File: config.mk
export PLATFORM = sky130hd
export DESIGN_NAME = axi_lite_master_flat
export DESIGN_NICKNAME = d
export VERILOG_FILES = /design/src/rtl/axi_lite_master_if.sv /design/src/rtl/axi_lite_master.sv /design/src/flat_wrapper.sv
export SDC_FILE = /design/constraint.sdc
export NUM_CORES = 1
export LEC_CHECK = 0
export ABC_AREA = 1
export CAP_MARGIN = 5
export CORE_MARGIN = 2
export CORE_UTILIZATION = 45
export CTS_CLUSTER_SIZE = 40
export DETAILED_ROUTE_END_ITERATION = 12
export PLACE_DENSITY = 0.86
export SETUP_SLACK_MARGIN = 0.3
export SLEW_MARGIN = 40
export SYNTH_ARGS = -nofsm -noshare
export SYNTH_HDL_FRONTEND = slang
export SYNTH_SLANG_ARGS = --single-unit
File: constraint.sdc
create_clock -name clk -period 3.8 [get_ports clk]
set_input_delay 0.57 -clock clk [delete_from_list [all_inputs] [get_ports clk]]
set_output_delay 0.57 -clock clk [all_outputs]
set_load 0.1 [all_outputs]
File: src/rtl/axi_lite_master_if.sv
// AXI_LITE: 32-bit AXI-Lite bundle with master and slave views.
interface AXI_LITE;
  logic [31:0] aw_addr;
  logic        aw_valid;
  logic        aw_ready;
  logic [31:0] w_data;
  logic [3:0]  w_strb;
  logic        w_valid;
  logic        w_ready;
  logic [1:0]  b_resp;
  logic        b_valid;
  logic        b_ready;
  logic [31:0] ar_addr;
  logic        ar_valid;
  logic        ar_ready;
  logic [31:0] r_data;
  logic [1:0]  r_resp;
  logic        r_valid;
  logic        r_ready;
  modport master (
    output aw_addr, aw_valid, w_data, w_strb, w_valid, b_ready, ar_addr, ar_valid, r_ready,
    input  aw_ready, w_ready, b_resp, b_valid, ar_ready, r_data, r_resp, r_valid
  );
  modport slave (
    input  aw_addr, aw_valid, w_data, w_strb, w_valid, b_ready, ar_addr, ar_valid, r_ready,
    output aw_ready, w_ready, b_resp, b_valid, ar_ready, r_data, r_resp, r_valid
  );
endinterface

File: src/rtl/axi_lite_master.sv
// axi_lite_master: single-outstanding request/response port to AXI-Lite master with timeout abort.
module axi_lite_master #(
  parameter int TIMEOUT_CYCLES = 1024
) (
  input  logic        clk,
  input  logic        resetn,
  input  logic        req_valid,
  output logic        req_ready,
  input  logic        req_write,
  input  logic [31:0] req_addr,
  input  logic [31:0] req_wdata,
  input  logic [3:0]  req_wstrb,
  output logic        rsp_valid,
  output logic [31:0] rsp_rdata,
  output logic [1:0]  rsp_resp,
  output logic        rsp_timeout,
  output logic        busy,
  AXI_LITE.master     axi
);
  localparam int CW = TIMEOUT_CYCLES > 0 ? $clog2(TIMEOUT_CYCLES + 1) : 1;
  typedef enum logic [2:0] {IDLE, WR_ADDR_DATA, WAIT_B, RD_ADDR, WAIT_R} state_t;
  state_t state, state_d;
  logic aw_done, aw_done_d, w_done, w_done_d;
  logic [CW-1:0] cnt, cnt_d;
  logic [31:0] addr_q, addr_d, wdata_q, wdata_d, rdata_d;
  logic [3:0] wstrb_q, wstrb_d;
  logic [1:0] resp_d;
  logic rsp_valid_d, rsp_timeout_d, aw_hs, w_hs, done, abort;
  assign req_ready    = state == IDLE;
  assign busy         = state != IDLE;
  assign axi.aw_valid = state == WR_ADDR_DATA && !aw_done;
  assign axi.w_valid  = state == WR_ADDR_DATA && !w_done;
  assign axi.b_ready  = state == WAIT_B;
  assign axi.ar_valid = state == RD_ADDR;
  assign axi.r_ready  = state == WAIT_R;
  assign axi.aw_addr  = addr_q;
  assign axi.ar_addr  = addr_q;
  assign axi.w_data   = wdata_q;
  assign axi.w_strb   = wstrb_q;
  assign aw_hs = axi.aw_valid && axi.aw_ready;
  assign w_hs  = axi.w_valid && axi.w_ready;
  assign done  = (state == WAIT_B && axi.b_valid) || (state == WAIT_R && axi.r_valid);
  // A completing B/R handshake in the final budget cycle beats the abort.
  assign abort = TIMEOUT_CYCLES != 0 && busy && cnt == CW'(TIMEOUT_CYCLES) && !done;
  always_comb begin
    state_d       = state;
    aw_done_d     = aw_done;
    w_done_d      = w_done;
    cnt_d         = cnt;
    addr_d        = addr_q;
    wdata_d       = wdata_q;
    wstrb_d       = wstrb_q;
    rsp_valid_d   = 1'b0;
    rdata_d       = rsp_rdata;
    resp_d        = rsp_resp;
    rsp_timeout_d = rsp_timeout;
    case (state)
      IDLE: if (req_valid) begin
        addr_d    = req_addr;
        wdata_d   = req_wdata;
        wstrb_d   = req_wstrb;
        aw_done_d = 1'b0;
        w_done_d  = 1'b0;
        cnt_d     = '0;
        state_d   = req_write ? WR_ADDR_DATA : RD_ADDR;
      end
      WR_ADDR_DATA: begin
        aw_done_d = aw_done || aw_hs;
        w_done_d  = w_done || w_hs;
        state_d   = aw_done_d && w_done_d ? WAIT_B : WR_ADDR_DATA;
      end
      WAIT_B: if (axi.b_valid) begin
        state_d       = IDLE;
        rsp_valid_d   = 1'b1;
        rdata_d       = '0;
        resp_d        = axi.b_resp;
        rsp_timeout_d = 1'b0;
      end
      RD_ADDR: state_d = axi.ar_ready ? WAIT_R : RD_ADDR;
      WAIT_R: if (axi.r_valid) begin
        state_d       = IDLE;
        rsp_valid_d   = 1'b1;
        rdata_d       = axi.r_data;
        resp_d        = axi.r_resp;
        rsp_timeout_d = 1'b0;
      end
      default: state_d = IDLE;
    endcase
    if (busy && cnt != CW'(TIMEOUT_CYCLES)) cnt_d = cnt + CW'(1);
    if (abort) begin
      state_d       = IDLE;
      rsp_valid_d   = 1'b1;
      rdata_d       = '0;
      resp_d        = 2'b10;
      rsp_timeout_d = 1'b1;
    end
  end
  always_ff @(posedge clk or negedge resetn) begin
    if (!resetn) begin
      state       <= IDLE;
      aw_done     <= 1'b0;
      w_done      <= 1'b0;
      cnt         <= '0;
      addr_q      <= '0;
      wdata_q     <= '0;
      wstrb_q     <= '0;
      rsp_valid   <= 1'b0;
      rsp_rdata   <= '0;
      rsp_resp    <= '0;
      rsp_timeout <= 1'b0;
    end else begin
      state       <= state_d;
      aw_done     <= aw_done_d;
      w_done      <= w_done_d;
      cnt         <= cnt_d;
      addr_q      <= addr_d;
      wdata_q     <= wdata_d;
      wstrb_q     <= wstrb_d;
      rsp_valid   <= rsp_valid_d;
      rsp_rdata   <= rdata_d;
      rsp_resp    <= resp_d;
      rsp_timeout <= rsp_timeout_d;
    end
  end
endmodule

File: src/flat_wrapper.sv
// flat-port wrapper written by rule: the top's interface ports become plain ports
module axi_lite_master_flat 
#(
  parameter int TIMEOUT_CYCLES = 1024
)
  (clk, resetn, req_valid, req_ready, req_write, req_addr, req_wdata, req_wstrb, rsp_valid, rsp_rdata, rsp_resp, rsp_timeout, busy, axi_aw_addr, axi_aw_valid, axi_w_data, axi_w_strb, axi_w_valid, axi_b_ready, axi_ar_addr, axi_ar_valid, axi_r_ready, axi_aw_ready, axi_w_ready, axi_b_resp, axi_b_valid, axi_ar_ready, axi_r_data, axi_r_resp, axi_r_valid);
  AXI_LITE axi_i ();
  input  logic clk;
  input  logic resetn;
  input  logic req_valid;
  output logic req_ready;
  input  logic req_write;
  input  logic [31:0] req_addr;
  input  logic [31:0] req_wdata;
  input  logic [3:0] req_wstrb;
  output logic rsp_valid;
  output logic [31:0] rsp_rdata;
  output logic [1:0] rsp_resp;
  output logic rsp_timeout;
  output logic busy;
  output wire logic [$bits(axi_i.aw_addr)-1:0] axi_aw_addr;
  output wire logic [$bits(axi_i.aw_valid)-1:0] axi_aw_valid;
  output wire logic [$bits(axi_i.w_data)-1:0] axi_w_data;
  output wire logic [$bits(axi_i.w_strb)-1:0] axi_w_strb;
  output wire logic [$bits(axi_i.w_valid)-1:0] axi_w_valid;
  output wire logic [$bits(axi_i.b_ready)-1:0] axi_b_ready;
  output wire logic [$bits(axi_i.ar_addr)-1:0] axi_ar_addr;
  output wire logic [$bits(axi_i.ar_valid)-1:0] axi_ar_valid;
  output wire logic [$bits(axi_i.r_ready)-1:0] axi_r_ready;
  input wire logic [$bits(axi_i.aw_ready)-1:0] axi_aw_ready;
  input wire logic [$bits(axi_i.w_ready)-1:0] axi_w_ready;
  input wire logic [$bits(axi_i.b_resp)-1:0] axi_b_resp;
  input wire logic [$bits(axi_i.b_valid)-1:0] axi_b_valid;
  input wire logic [$bits(axi_i.ar_ready)-1:0] axi_ar_ready;
  input wire logic [$bits(axi_i.r_data)-1:0] axi_r_data;
  input wire logic [$bits(axi_i.r_resp)-1:0] axi_r_resp;
  input wire logic [$bits(axi_i.r_valid)-1:0] axi_r_valid;
  assign axi_aw_addr = axi_i.aw_addr;
  assign axi_aw_valid = axi_i.aw_valid;
  assign axi_w_data = axi_i.w_data;
  assign axi_w_strb = axi_i.w_strb;
  assign axi_w_valid = axi_i.w_valid;
  assign axi_b_ready = axi_i.b_ready;
  assign axi_ar_addr = axi_i.ar_addr;
  assign axi_ar_valid = axi_i.ar_valid;
  assign axi_r_ready = axi_i.r_ready;
  assign axi_i.aw_ready = axi_aw_ready;
  assign axi_i.w_ready = axi_w_ready;
  assign axi_i.b_resp = axi_b_resp;
  assign axi_i.b_valid = axi_b_valid;
  assign axi_i.ar_ready = axi_ar_ready;
  assign axi_i.r_data = axi_r_data;
  assign axi_i.r_resp = axi_r_resp;
  assign axi_i.r_valid = axi_r_valid;
  axi_lite_master #(.TIMEOUT_CYCLES(TIMEOUT_CYCLES)) u_core (.clk(clk), .resetn(resetn), .req_valid(req_valid), .req_ready(req_ready), .req_write(req_write), .req_addr(req_addr), .req_wdata(req_wdata), .req_wstrb(req_wstrb), .rsp_valid(rsp_valid), .rsp_rdata(rsp_rdata), .rsp_resp(rsp_resp), .rsp_timeout(rsp_timeout), .busy(busy), .axi(axi_i));
endmodule
* Word level (Yosys, flattened, before mapping) *
Cells that the tools add are included.

cells by class
  add/subtract/negate cells = 1
  $mul = 0
  divide/modulo/power cells = 0
  magnitude comparators = 0
  equality and inequality tests = 10
  shifts and indexed selects = 0
  muxes and demuxes = 30
  bitwise gates (word level) = 0
  reduce and logical (&&, ||, !) cells = 27

operators with widths
  kind                                                 count
  2-to-1 mux 32 bit                                    3
  case mux 32 bit (2 select lines)                     1
  2-to-1 mux 11 bit                                    3
  2-to-1 mux 3 bit                                     5
  case mux 3 bit (5 select lines)                      1
  adder 11 x 1 -> 11 bit, second input constant        1
  equality test 11 bit, second input constant          1
  != test 11 bit, second input constant                1
  logical AND 1 bit                                    10
  2-to-1 mux 2 bit                                     5
  case mux 1 bit (2 select lines)                      4
  2-to-1 mux 1 bit                                     7
  equality test 3 x 2 -> 1 bit, second input constant  2
  != test 3 x 1 -> 1 bit, second input constant        2
  AND reduction 2 bit                                  3
  AND reduction 3 bit                                  2
  nonzero test 2 bit                                   3
  nonzero test 3 bit                                   2
  case mux 2 bit (2 select lines)                      1
  equality test 3 x 1 -> 1 bit, second input constant  1
  equality test 3 bit, second input constant           1
  zero test 1 bit                                      3
  zero test 3 bit                                      1
  logical OR 1 bit                                     3
  2 further kinds                                      2

word-level totals
  flip-flop bits (word level) = 120
  latch bits = 0
  memory bits (writable) = 0
  ROM bits = 0
  bits of input ports = 113
  word-level logic and storage cells = 79
  memories = 0

* Longest topological paths before layout *
  depth after elaboration = 8
  depth in mapped cells = 12
  mapped depth without buffers = 11

* Worst setup path after synthesis *
Ideal clock, no wire load.

  path kind = register -> output
  from = register u_core.state[2]
  to = output port axi_aw_valid
  data arrival time = 1.883 ns
  data required time = 3.230 ns
  setup slack = 1.347 ns
  cell stages (with the launch flop) = 4
  path buffers = 0
  path through = dfrtp_1 -> inv_2 -> nand3_1 -> nor2_1

on the way
  cells in the longest elaborated chain, start to end = 2

RTL lines
  what                          line                    RTL
  start, declared               axi_lite_master.sv:22   state_t state, state_d;
  start signal, assigned        axi_lite_master.sv:112  state <= state_d;
  equality test 3 x 1 -> 1 bit  axi_lite_master.sv:31   assign axi.aw_valid = state == WR_ADDR_DATA && !aw_done;
  logical AND 1 bit             axi_lite_master.sv:31
  end, declared                 flat_wrapper.sv:22      output wire logic [$bits(axi_i.aw_valid)-1:0] axi_aw_valid;

No other way between the ends.

* Worst setup path in the final report *
  from = register u_core.state[1]
  to = output port axi_r_ready

on the way
  cells in the longest elaborated chain, start to end = 1

RTL lines
  what                 line                   RTL
  equality test 3 bit  axi_lite_master.sv:35  assign axi.r_ready = state == WAIT_R;
  end, declared        flat_wrapper.sv:29     output wire logic [$bits(axi_i.r_ready)-1:0] axi_r_ready;

No other way between the ends.

==> impl_metrics.ini <==
[final_layout]
syn_to_final_growth_pct = 42.0
drive_gt1_share_pct = 30.1
final_cell_count_no_fill = 1035
diodes = 0
final_cell_mix = nand2_1, buf_2, dfrtp_1
finish.utilization_pct = 65.7
final_common_cell = nand2_1
nNetsFinal = 969

[die]
fp.dieArea_sq_um = 13300
die_h_microns = 115
core.rowCount = 40
die_x_microns = 115
coreArea_sq_um = 12100
initial_utilization_pct = 46.3
ios = 256

[global_routing]
grt_max_degree = 71
grt_pass1_wl_microns = 23300
grt_overflow_total = 0
grt_pass1_vias = 4656
grt_use_total_pct = 22.7
antenna_found_initial = 0

[logic_synthesis]
async_flop_share_pct = 100
synth_top_family_by_area = simple AND/OR/NAND/NOR gates
ys_types = 31
avgSynthCellArea_sq_um = 8.79
ys.flop_type = dfrtp_1
ys_seq_area_share_pct = 53.8
synth_mux_area_share_pct = 0
synth-warning-count = 0
synth_nets = 750
synth_cells = 635
synthSimpleGateAreaFrac_pct = 28.4
synth_edf_count = 0
synthTopCellsByArea = dfrtp_1, nand2_1, o21ai_2
synth.ff_latch_count = 120
synth_fa_ha_area_share_pct = 0.448
yosysTopAreaCellShare_pct = 53.8
synth_compound_area_share_pct = 7.69
yosys.area.top_type = dfrtp_1
mappedNetlistArea_sq_um = 5580
synth_xor_area_share_pct = 0.157

[sta]
rsz0062_at_grt = false
worstMarginPinSlew_ns = 0.681
finClkSkew_ns = 0.0129
finalSetupTns_ns = 0
finalCritPeriodShare_pct = 64.2
holdWs_ns = 0.121
slew_viol_final = 0
max_freq_mhz = 410
report.final.hold_viol_count = 0
setup_viol = 0
slew_headroom_pct = 54.6
layout_min_cycle_time_ns = 2.44

[routing]
drt-pass1-iter-count = 4
routedWlPerCell_microns = 14.3
via_per_inst = 4.75
ant_nets = 0
vias = 4914
finalWirelength_microns = 14900
drt_iter0_markers = 380
drcViolationCount = 0

[placement]
gp_congestion = 0.919
io_buffers = 255
placedCellCount = 1003
dp_hpwl_microns = 10600

[cts]
hold_buffers = 0
cts_buffer_depth = 2
cts_buffers = 17
worstSkewPairLatency_ns = 0.41
cts_resized = 0
cts_tree = built
htree_levels = 4
cts.sinks = 120
post_cts_buffers = 0
ctsRootBufferMaster = clkbuf_16
clk_pin_slew_ns = 0.06

[critical_path]
worst_ep_required_time_ns = 3.23
critPathMaxFanout = 15
endpoint_kind = primary output
arrival_ns = 1.87
critPathKind = flip-flop to primary output
ff2ff_path_depth = 10
cp-start-kind = flip-flop

[hold_path]
holdCritPathClass = input pin to asynchronous set/reset pin

[outcome]
outcome = finished, final reports clean

[flow_run]
maxCapViolCount = 0
[cell usage after synthesis, types with 3 or more instances]
library cell / count
buf_2: 19
o21ai_0: 14
buf_4: 32
nand2_1: 248
buf_6: 6
dfrtp_1: 120
nand3_1: 49
o21ai_2: 33
a21oi_1: 5
nand2_2: 31
nor2_4: 3
nor3_1: 4
inv_2: 4
nand4_1: 4
nor2_1: 17
inv_1: 23
[sequential cells by signal, summed over array words and instances, names as in the netlist, 2 cells and up]
register / cells
u_core.axi.w_data: 32
u_core.state: 3
u_core.axi.w_strb: 4
u_core.rsp_resp: 2
u_core.rsp_rdata: 32
u_core.axi.ar_addr: 32
u_core.cnt: 11
[layout make-up]
| cell class | count | area, sq um |
|---|---|---|
| repair buffers | 259 | 1890 |
| flip-flops and latches | 120 | 3000 |
| inverters | 30 | 120 |
| clock buffers | 19 | 453 |
| fillers | 1013 | 4140 |
| multi-input cells | 426 | 2050 |
| clock inverters | 13 | 193 |
| well taps | 168 | 210 |
[routing by layer]
| metal | wire [microns] | track usage (%) | part of all wire [%] |
|---|---|---|---|
| met1 | 6090 | 28.4 | 41 |
| met2 | 7190 | 36.6 | 48 |
| met3 | 1340 | 7.64 | 9.0 |
| met4 | 238 | 8.43 | 1.6 |
| met5 | 0 | 0 | 0 |
[stage by stage]
stage               area [sq um]  setup slack, ns
floorplan                   5580             1.35
global placement            7970             1.30
detailed placement          7270             1.41
CTS                         7920             1.32
global route                7920             1.25
finish                      7920             1.36
[worst max-delay path: stages, from the launching register on]
cell      delay (ns)
dfrtp_1         0.45
nor2_4          0.07
nand2_1         0.13
clkinv_1        0.41
buf_4           0.40
[cells by family (layout without fill, tap and decap cells)]
| group | count (synthesis) | count (layout) |
|---|---|---|
| compound gates | 59 | 59 |
| xor+xnor | 1 | 1 |
| fa+ha+maj | 2 | 2 |
| buf+inv | 89 | 321 |
| flops | 120 | 120 |
| simple gates | 364 | 364 |
[path summary, 6_finish.rpt]
path | end | slack, ns | start
min in group clk | u_core.axi.w_data[5]$_DFFE_PN0P_ | 0.47 | u_core.axi.w_data[5]$_DFFE_PN0P_
hold / removal | u_core.rsp_rdata[26]$_DFFE_PN0P_ | 0.12 | resetn
hold reg to reg | u_core.axi.w_data[5]$_DFFE_PN0P_ | 0.47 | u_core.axi.w_data[5]$_DFFE_PN0P_
max in group asynchronous | u_core.axi.w_data[0]$_DFFE_PN0P_ | 2.97 | resetn
setup / recovery | axi_r_ready | 1.36 | u_core.state[1]$_DFFE_PN0P_
setup reg to reg | u_core.state[1]$_DFFE_PN0P_ | 1.79 | u_core.cnt[0]$_DFFE_PN0P_
Power is not shown: default switching activity piles up to over one toggle a cycle in this logic, so the estimate is an artifact.
